==> config.mk <==
export PLATFORM = sky130hd
export DESIGN_NAME = ahb_mtx_decode_param
export DESIGN_NICKNAME = d
export VERILOG_FILES = /design/src/rtl/ahb_mtx_decode_param.sv
export SDC_FILE = /design/constraint.sdc
export NUM_CORES = 1
export LEC_CHECK = 0
export CAP_MARGIN = 20
export CORE_AREA = 4 4 144 146
export CTS_CLUSTER_DIAMETER = 120
export CTS_CLUSTER_SIZE = 25
export DETAILED_ROUTE_END_ITERATION = 6
export DIE_AREA = 0 0 148 150
export PLACE_DENSITY = 0.67
export RECOVER_POWER = 50
export SETUP_SLACK_MARGIN = 0.5
export SLEW_MARGIN = 20
export SYNTH_ARGS = -nofsm -noshare
export SYNTH_HDL_FRONTEND = slang
export SYNTH_SLANG_ARGS = --single-unit
==> constraint.sdc <==
create_clock -name HCLK -period 2.15 [get_ports HCLK]
set_clock_uncertainty 0.05 [all_clocks]
set_input_delay 0.215 -clock HCLK [delete_from_list [all_inputs] [get_ports HCLK]]
set_output_delay 0.215 -clock HCLK [all_outputs]
set_load 0.01 [all_outputs]
==> src/rtl/ahb_mtx_decode_param.sv <==
// AHB matrix input-side decoder: region decode, response mux,
// integrated default slave and per-transfer wait-state watchdog.
module ahb_mtx_decode_param #(
  parameter int NUM_PORTS = 4,
  parameter logic [22*NUM_PORTS-1:0] REGION_BASE =
    {NUM_PORTS{22'h3fffff}},
  parameter logic [22*NUM_PORTS-1:0] REGION_LIMIT =
    {NUM_PORTS{22'h000000}},
  parameter int TIMEOUT_CYC = 256
) (
  input  logic                    HCLK,
  input  logic                    HRESETn,
  input  logic                    HREADYS,
  input  logic                    sel_dec,
  input  logic [21:0]             decode_addr_dec,
  input  logic [1:0]              trans_dec,
  input  logic [NUM_PORTS-1:0]    active_dec_v,
  input  logic [NUM_PORTS-1:0]    readyout_dec_v,
  input  logic [2*NUM_PORTS-1:0]  resp_dec_v,
  input  logic [32*NUM_PORTS-1:0] rdata_dec_v,
  input  logic [32*NUM_PORTS-1:0] ruser_dec_v,
  output logic [NUM_PORTS-1:0]    sel_dec_v,
  output logic                    active_dec,
  output logic                    HREADYOUTS,
  output logic [1:0]              HRESPS,
  output logic [31:0]             HRDATAS,
  output logic [31:0]             HRUSERS,
  output logic [NUM_PORTS-1:0]    hung_mask,
  output logic                    timeout_pls
);

  localparam int PW = $clog2(NUM_PORTS + 1);
  localparam logic [PW-1:0] DEF = PW'(NUM_PORTS);
  localparam int TL = (TIMEOUT_CYC > 0) ? TIMEOUT_CYC - 1 : 0;
  localparam logic [15:0] TLIM = 16'(TL);
  localparam bit WD_EN = (TIMEOUT_CYC > 0);

  typedef enum logic [1:0] {
    RUN,
    TERR1,
    TERR2
  } wd_e;

  wd_e state, state_nx;

  logic [PW-1:0] addr_port;
  logic [PW-1:0] data_port;
  logic          data_req;
  logic          def_st;
  logic [15:0]   wait_cnt;
  logic [NUM_PORTS-1:0] hung_nx;

  logic        data_real;
  logic        p_rdy;
  logic [1:0]  p_resp;
  logic [31:0] p_rdata;
  logic [31:0] p_ruser;
  logic        fire;

  // Lowest matching unfenced region wins; IDLE sticks to the data port.
  always_comb begin
    addr_port = DEF;
    for (int i = NUM_PORTS - 1; i >= 0; i--) begin
      if (!hung_mask[i] &&
          decode_addr_dec >= REGION_BASE[22*i +: 22] &&
          decode_addr_dec <= REGION_LIMIT[22*i +: 22])
        addr_port = PW'(i);
    end
    if (trans_dec == 2'b00 && data_port != DEF)
      addr_port = data_port;
  end

  always_comb begin
    sel_dec_v  = '0;
    active_dec = 1'b1;
    for (int i = 0; i < NUM_PORTS; i++) begin
      if (addr_port == PW'(i)) begin
        sel_dec_v[i] = sel_dec;
        active_dec   = active_dec_v[i];
      end
    end
  end

  always_comb begin
    p_rdy   = 1'b1;
    p_resp  = 2'b00;
    p_rdata = '0;
    p_ruser = '0;
    for (int i = 0; i < NUM_PORTS; i++) begin
      if (data_port == PW'(i)) begin
        p_rdy   = readyout_dec_v[i];
        p_resp  = resp_dec_v[2*i +: 2];
        p_rdata = rdata_dec_v[32*i +: 32];
        p_ruser = ruser_dec_v[32*i +: 32];
      end
    end
  end

  assign data_real = (data_port != DEF);
  assign fire = WD_EN && (state == RUN) && data_real &&
                !p_rdy && (wait_cnt == TLIM);

  always_comb begin
    state_nx = state;
    unique case (state)
      RUN:     if (fire) state_nx = TERR1;
      TERR1:   state_nx = TERR2;
      TERR2:   state_nx = RUN;
      default: state_nx = RUN;
    endcase
  end

  always_comb begin
    HREADYOUTS = 1'b1;
    HRESPS     = 2'b00;
    HRDATAS    = '0;
    HRUSERS    = '0;
    unique case (state)
      TERR1: begin
        HREADYOUTS = 1'b0;
        HRESPS     = 2'b01;
      end
      TERR2: begin
        HRESPS = 2'b01;
      end
      default: begin
        if (data_real) begin
          HREADYOUTS = p_rdy;
          HRESPS     = p_resp;
          HRDATAS    = p_rdata;
          HRUSERS    = p_ruser;
        end else if (data_req) begin
          HREADYOUTS = def_st;
          HRESPS     = 2'b01;
        end
      end
    endcase
  end

  // A set on the hung data port takes priority over a clear.
  always_comb begin
    hung_nx = hung_mask;
    for (int i = 0; i < NUM_PORTS; i++) begin
      if (fire && data_port == PW'(i))
        hung_nx[i] = 1'b1;
      else if (readyout_dec_v[i] && data_port != PW'(i))
        hung_nx[i] = 1'b0;
    end
  end

  always_ff @(posedge HCLK or negedge HRESETn) begin
    if (!HRESETn) begin
      state       <= RUN;
      data_port   <= DEF;
      data_req    <= 1'b0;
      def_st      <= 1'b0;
      wait_cnt    <= '0;
      hung_mask   <= '0;
      timeout_pls <= 1'b0;
    end else begin
      state       <= state_nx;
      timeout_pls <= fire;
      hung_mask   <= hung_nx;
      if (HREADYS) begin
        data_port <= addr_port;
        data_req  <= sel_dec & trans_dec[1];
        def_st    <= 1'b0;
      end else if (!data_real && data_req) begin
        def_st <= 1'b1;
      end
      if (HREADYS || state != RUN)
        wait_cnt <= '0;
      else if (data_real && !p_rdy && wait_cnt != 16'hffff)
        wait_cnt <= wait_cnt + 16'd1;
    end
  end

endmodule

Word level (Yosys, flattened, before mapping)
Index checks and enable logic that the tools add are counted.
W data, S select, Z words.
{"block": "totals", "word_cells": 125, "ff_bits": 28}
{"block": "classes", "bitwise": 1, "magnitude_cmp": 2, "n_eq_ne": 15, "n_reduce_logical": 43, "addsub": 1, "mux": 53}
{"cell": "$mux W32", "n": 12}
{"cell": "$mux W16", "n": 2}
{"cell": "$mux W1", "n": 25}
{"cell": "$logic_and A1 B1 Y1", "n": 23}
{"cell": "$ge A22 B22 Y1 const B", "n": 1}
{"cell": "$le A22 B1 Y1 const B", "n": 1}
{"cell": "$add A16 B1 Y16 const B", "n": 1}
{"cell": "$eq A16 B8 Y1 const B", "n": 1}
{"cell": "$ne A16 B16 Y1 const B", "n": 1}
{"cell": "$mux W3", "n": 5}
{"cell": "$mux W2", "n": 7}
{"cell": "$reduce_bool A2 Y1", "n": 7}
{"cell": "$eq A3 B2 Y1 const B", "n": 4}
{"cell": "$eq A3 B1 Y1 const B", "n": 2}
{"cell": "$logic_not A1 Y1", "n": 6}
{"cell": "$logic_not A3 Y1", "n": 2}
{"cell": "$ne A3 B2 Y1 const B", "n": 2}
{"cell": "$logic_not A2 Y1", "n": 2}
{"cell": "$pmux W2 S2", "n": 1}
{"cell": "$ne A3 B1 Y1 const B", "n": 1}
{"cell": "$ne A3 B3 Y1 const B", "n": 1}
{"cell": "$reduce_bool A3 Y1", "n": 1}
{"cell": "$eq A2 B1 Y1 const B", "n": 1}
{"cell": "$eq A2 B2 Y1 const B", "n": 1}
{"cell": "other kinds (5)", "n": 5}

Longest topological paths before layout
Gate-level depths: netlist of run 1.
{"block": "depth", "depth_word": 13, "depth_mapped": 7, "mapped_depth_nobuf": 6}

Worst setup path before layout of run 1
OpenSTA, ideal clock, no wires.
{"block": "synth_path", "kind": "register to output", "start": "reg data_port[1]", "end": "out HRDATAS[12]", "t_required_ps": 1885, "n_path_buf": 3, "arrival_ps": 1806, "setup_slack_ps": 79, "path_stages_with_launch": 6, "path_cell_list": "dfrtp_1 > buf_2 > clkbuf_1 > clkbuf_1 > a211oi_1 > a2111oi_0"}
{"block": "synth_between", "elab_chain_len": 7, "word_cells_on_any_way": 11, "cone_classes": "eq/ne (4); mux (6); reduce/logical (1)"}
{"element": "start, declared", "line_no": "47", "rtl": "logic [PW-1:0] data_port;"}
{"element": "start signal, assigned", "line_no": "165", "rtl": "data_port <= addr_port;"}
{"element": "$logic_not A3 Y1", "line_no": "90", "rtl": "if (data_port == PW'(i)) begin"}
{"element": "$mux W32 (4 in a row)", "line_no": "90"}
{"element": "$mux W32 (*)", "line_no": "127", "rtl": "if (data_real) begin"}
{"element": "$mux W32 (*)", "line_no": "118", "rtl": "unique case (state)"}
{"element": "end, declared", "line_no": "26", "rtl": "output logic [31:0] HRDATAS,"}
Mark *: on every way between the ends. The rest lies on a longest branch, timed or not.

Final worst setup path of run 1
{"block": "layout_path", "start": "reg data_port[0]", "end": "out HRUSERS[2]"}
{"block": "layout_between", "elab_chain_len": 7, "word_cells_on_any_way": 11, "cone_classes": "eq/ne (4); mux (6); reduce/logical (1)"}
{"element": "$logic_not A3 Y1", "line_no": "90"}
{"element": "$mux W32 (4 in a row)", "line_no": "90"}
{"element": "$mux W32 (*)", "line_no": "127"}
{"element": "$mux W32 (*)", "line_no": "118"}
{"element": "end, declared", "line_no": "27", "rtl": "output logic [31:0] HRUSERS,"}
Marks and branches as above.

==> flow_metrics.tcl, run 1 <==
set metrics [dict create \
    outcome "complete, but fails checks" \
    violations "setup timing" \
    dr.pass1.iters 4 \
    finalNetCount 1211 \
    cts_buffer_depth 2 \
    synth_seq_cells 28 \
    tns_ns -0.377 \
    met2WireLength_mm 11.5 \
    core_um2 19400 \
    syn-instance-count 479 \
    rows 51 \
    worstSkewPairLatency_ns 0.27 \
    fin_util_pct 52.0 \
    fin_hold_ws_ns 0.448 \
    m1WireLength_mm 9.11 \
    worst-path-buf-inv 4 \
    setup_viol 15 \
    yosysTopAreaCellShare_pct 17.9 \
    ios 377 \
    hold_viol 0 \
    dp_cells 1113 \
    cts_tree "yes" \
    dieArea_um2 22200 \
    synth_edf_count 0 \
    die-width_um 148 \
    crit_chain "buf_8, buf_12, buf_12, mux2i_4, a2111oi_4, buf_2" \
    syn2layout_area_growth_pct 166 \
    p_leak_uw 0.00376 \
    grt_pass1_wl_mm 33.2 \
    yosys_warnings 0 \
    fillCellCount 1750 \
    rsz0062_at_grt "yes" \
    wl_per_cell_um 19.5 \
    grt_pass1_vias 5831 \
    wl_mm 22.8 \
    syn_area_um2 3780 \
    drt-initial-drc-count 189 \
    die_y_um 150 \
    htreeDepth 1 \
    portBuffers 354 \
    power_density_nw_per_um2 177 \
    cap_violations 0 \
    fmax_ghz 0.448 \
    rrSetupSlack_ns 0.02 \
    cp_max_fo 9 \
    worstMarginPinSlew_ns 0.720 \
    ant_nets 0 \
    ir_worst_vdd_uv 294 \
    synth_nets 784 \
    crit_path_max_incr_delay_ns 0.52 \
    top_layer_used "met5" \
    fin_area_um2 10100 \
    placed_cell_area_um2 8750 \
    synth.distinct_cells 40 \
    syn_area_per_cell_um2 7.90 \
    drc 0 \
    synth_top_cell_by_area "dfrtp_1" \
    crit_required_ns 1.88 \
    slowest_stage "dfrtp_4" \
    wl_met3_mm 1.85 \
    start_kind "flip-flop" \
    place_congestion 0.877 \
    drv_slew 0 \
    maxSlewHeadroom_pct 52.0 \
    crit_path_end_kind "primary output" \
    numCtsBuffers 3 \
    antenna_found_initial 5 \
    initial_utilization_pct 19.5 \
    grt_overflow 0 \
    yosys-top-cells-area "dfrtp_1, mux2i_1, a2111oi_0" \
    crit_family "buffers and inverters" \
    vias 5624 \
    cts_root_buf "clkbuf_16" \
    worst_slack_ns -0.0807 \
    instances_no_fill 1172 \
    via_per_inst 4.80 \
    dp_hpwl_mm 16.7 \
    cts.clk_slew.worst_paths_ns 0.07 \
    clock_sinks 28 \
    worstHoldPathType "flip-flop to flip-flop" \
    drive_above_1_share_pct 41.4 \
    worstSetupPathType "flip-flop to primary output" \
    final.period_utilization_pct 104 \
    grt_usage_pct 18.8 \
    ys_seq_area_share_pct 18.5 \
    cpMostUsedCell "buf_12" \
    async_flop_share_pct 100 \
    yosys_most_used_dff "dfrtp_1" \
    crit_arrival_ns 1.97 \
    grt_start_max_net_pins 29 \
    fin_crit_ns 2.23 \
]
-- layer usage --
layer  vias up  global-route usage, %
met4         6                   3.19
met3        26                   5.21
met1      2672                   22.5
li1       2692                      -
met2       228                   34.0
met5         -                      0
-- worst reg2reg max path, stage by stage, from the launching register on --
cell	delay, ns
dfrtp_4	0.52
buf_4	0.17
buf_16	0.15
nor2_2	0.12
a22oi_2	0.11
buf_6	0.15
or3_4	0.35
or3_4	0.33
a21oi_2	0.11
-- final timing paths --
kind,from,to,depth (start not counted)
max,data_port[0],HRUSERS[2],6
min,def_st,def_st,2
max reg2reg,data_port[0],wait_cnt[9],8
min reg2reg,def_st,def_st,2
max in group asynchronous,HRESETn,data_port[0],2
min in group asynchronous,HRESETn,wait_cnt[1],2
-- sequential cells by signal, indices dropped and copies added (netlist names) --
name and cells:
hung_mask 4, data_req 1, state 2, wait_cnt 16, data_port 3, def_st 1
timeout_pls 1
-- layout by cell type, fill, tap and decap left out, drive strengths merged, types with 5 or more instances in the layout --
cell / synthesis / final
dfrtp: 27 / 27
buf: 19 / 182
dlygate4sd3: 0 / 7
o22ai: 30 / 30
ha: 5 / 5
a21oi: 6 / 6
nand3: 7 / 7
clkdlybuf4s50: 0 / 275
nand4: 7 / 7
mux2i: 53 / 53
clkbuf: 32 / 10
mux2: 23 / 23
and2: 12 / 12
nor2b: 37 / 37
nor2: 50 / 50
a211oi: 36 / 36
nand2: 8 / 8
nor3: 10 / 10
o21ai: 29 / 29
nand2b: 5 / 5
xnor2: 11 / 11
a2111oi: 35 / 35
inv: 9 / 9
-- logic make-up (layout without fill, tap and decap cells) --
group / after synthesis / count (layout) / share of synthesized area (%)
other cells: 0 / 2 / 0
compound gates: 141 / 141 / 26.1
simple gates: 155 / 155 / 21.8
buf+inv: 60 / 486 / 6.71
fa+ha+maj: 5 / 5 / 1.65
xor+xnor: 11 / 11 / 2.55
mux: 79 / 79 / 22.6
flops: 28 / 28 / 18.5
-- power breakdown --
group	switching, uW	internal (uW)
Sequential	2.08	529
Combinational	216	570
Clock	183	286
-- stage by stage --
step	power (uW)	setup WS [ns]
CTS	1770	-0.0564
global route	1870	-0.111
global placement	1250	-0.121
detailed placement	1260	-0.127
finish	1790	-0.0807
floorplan	702	0.363
-- Yosys cell counts (2+ instances only) --
cell	count
mux4_2	3
o21ai_0	29
and2_1	12
inv_1	9
nor2_1	50
nand2b_1	5
a211oi_1	36
buf_1	4
a2111oi_0	35
nor2b_1	37
nand4_1	7
ha_1	5
buf_4	4
o22ai_1	30
xnor2_1	11
mux2_2	23
dfrtp_1	27
nand2_1	8
or3_1	3
clkbuf_1	32
nor4_1	2
nor3_1	9
and4_1	2
nand3_1	7
a21oi_1	6
buf_2	11
nor3b_1	3
and3_1	4
or2_2	2
mux2i_1	53
-- layout make-up --
class / instances / area, um^2 / area share (%)
multi-input cells: 391 / 4140 / 41.1
clock buffers: 4 / 88.8 / 0.881
flip-flops and latches: 28 / 713 / 7.08
repair buffers: 473 / 4760 / 47.3
well taps: 265 / 332 / 3.29
inverters: 9 / 33.8 / 0.335
diodes: 2 / 5.00 / 0.0497
-- repair_timing --
| action | 4_1_cts | 5_1_grt |
|---|---|---|
| hold buffers | 0 | 0 |
| resized for setup | 427 | 93 |
| cloned | 7 | 3 |
| setup endpoints to repair | 95 | 95 |
| buffers inserted | 33 | 10 |
| pin swaps | 39 | 37 |
No activity file was read; power rests on OpenSTA's default activity.
==> run 2, diff against run 1 <==
--- a/config.mk
+++ b/config.mk
@@ -11,6 +11,7 @@
 export CTS_CLUSTER_SIZE = 25
 export DETAILED_ROUTE_END_ITERATION = 6
 export DIE_AREA = 0 0 148 150
+export GPL_TIMING_DRIVEN = 1
 export PLACE_DENSITY = 0.67
 export RECOVER_POWER = 50
 export SETUP_SLACK_MARGIN = 0.5
==> results of run 2 <==
No change in the layout: final DEF, timing and power equal those of run 1.
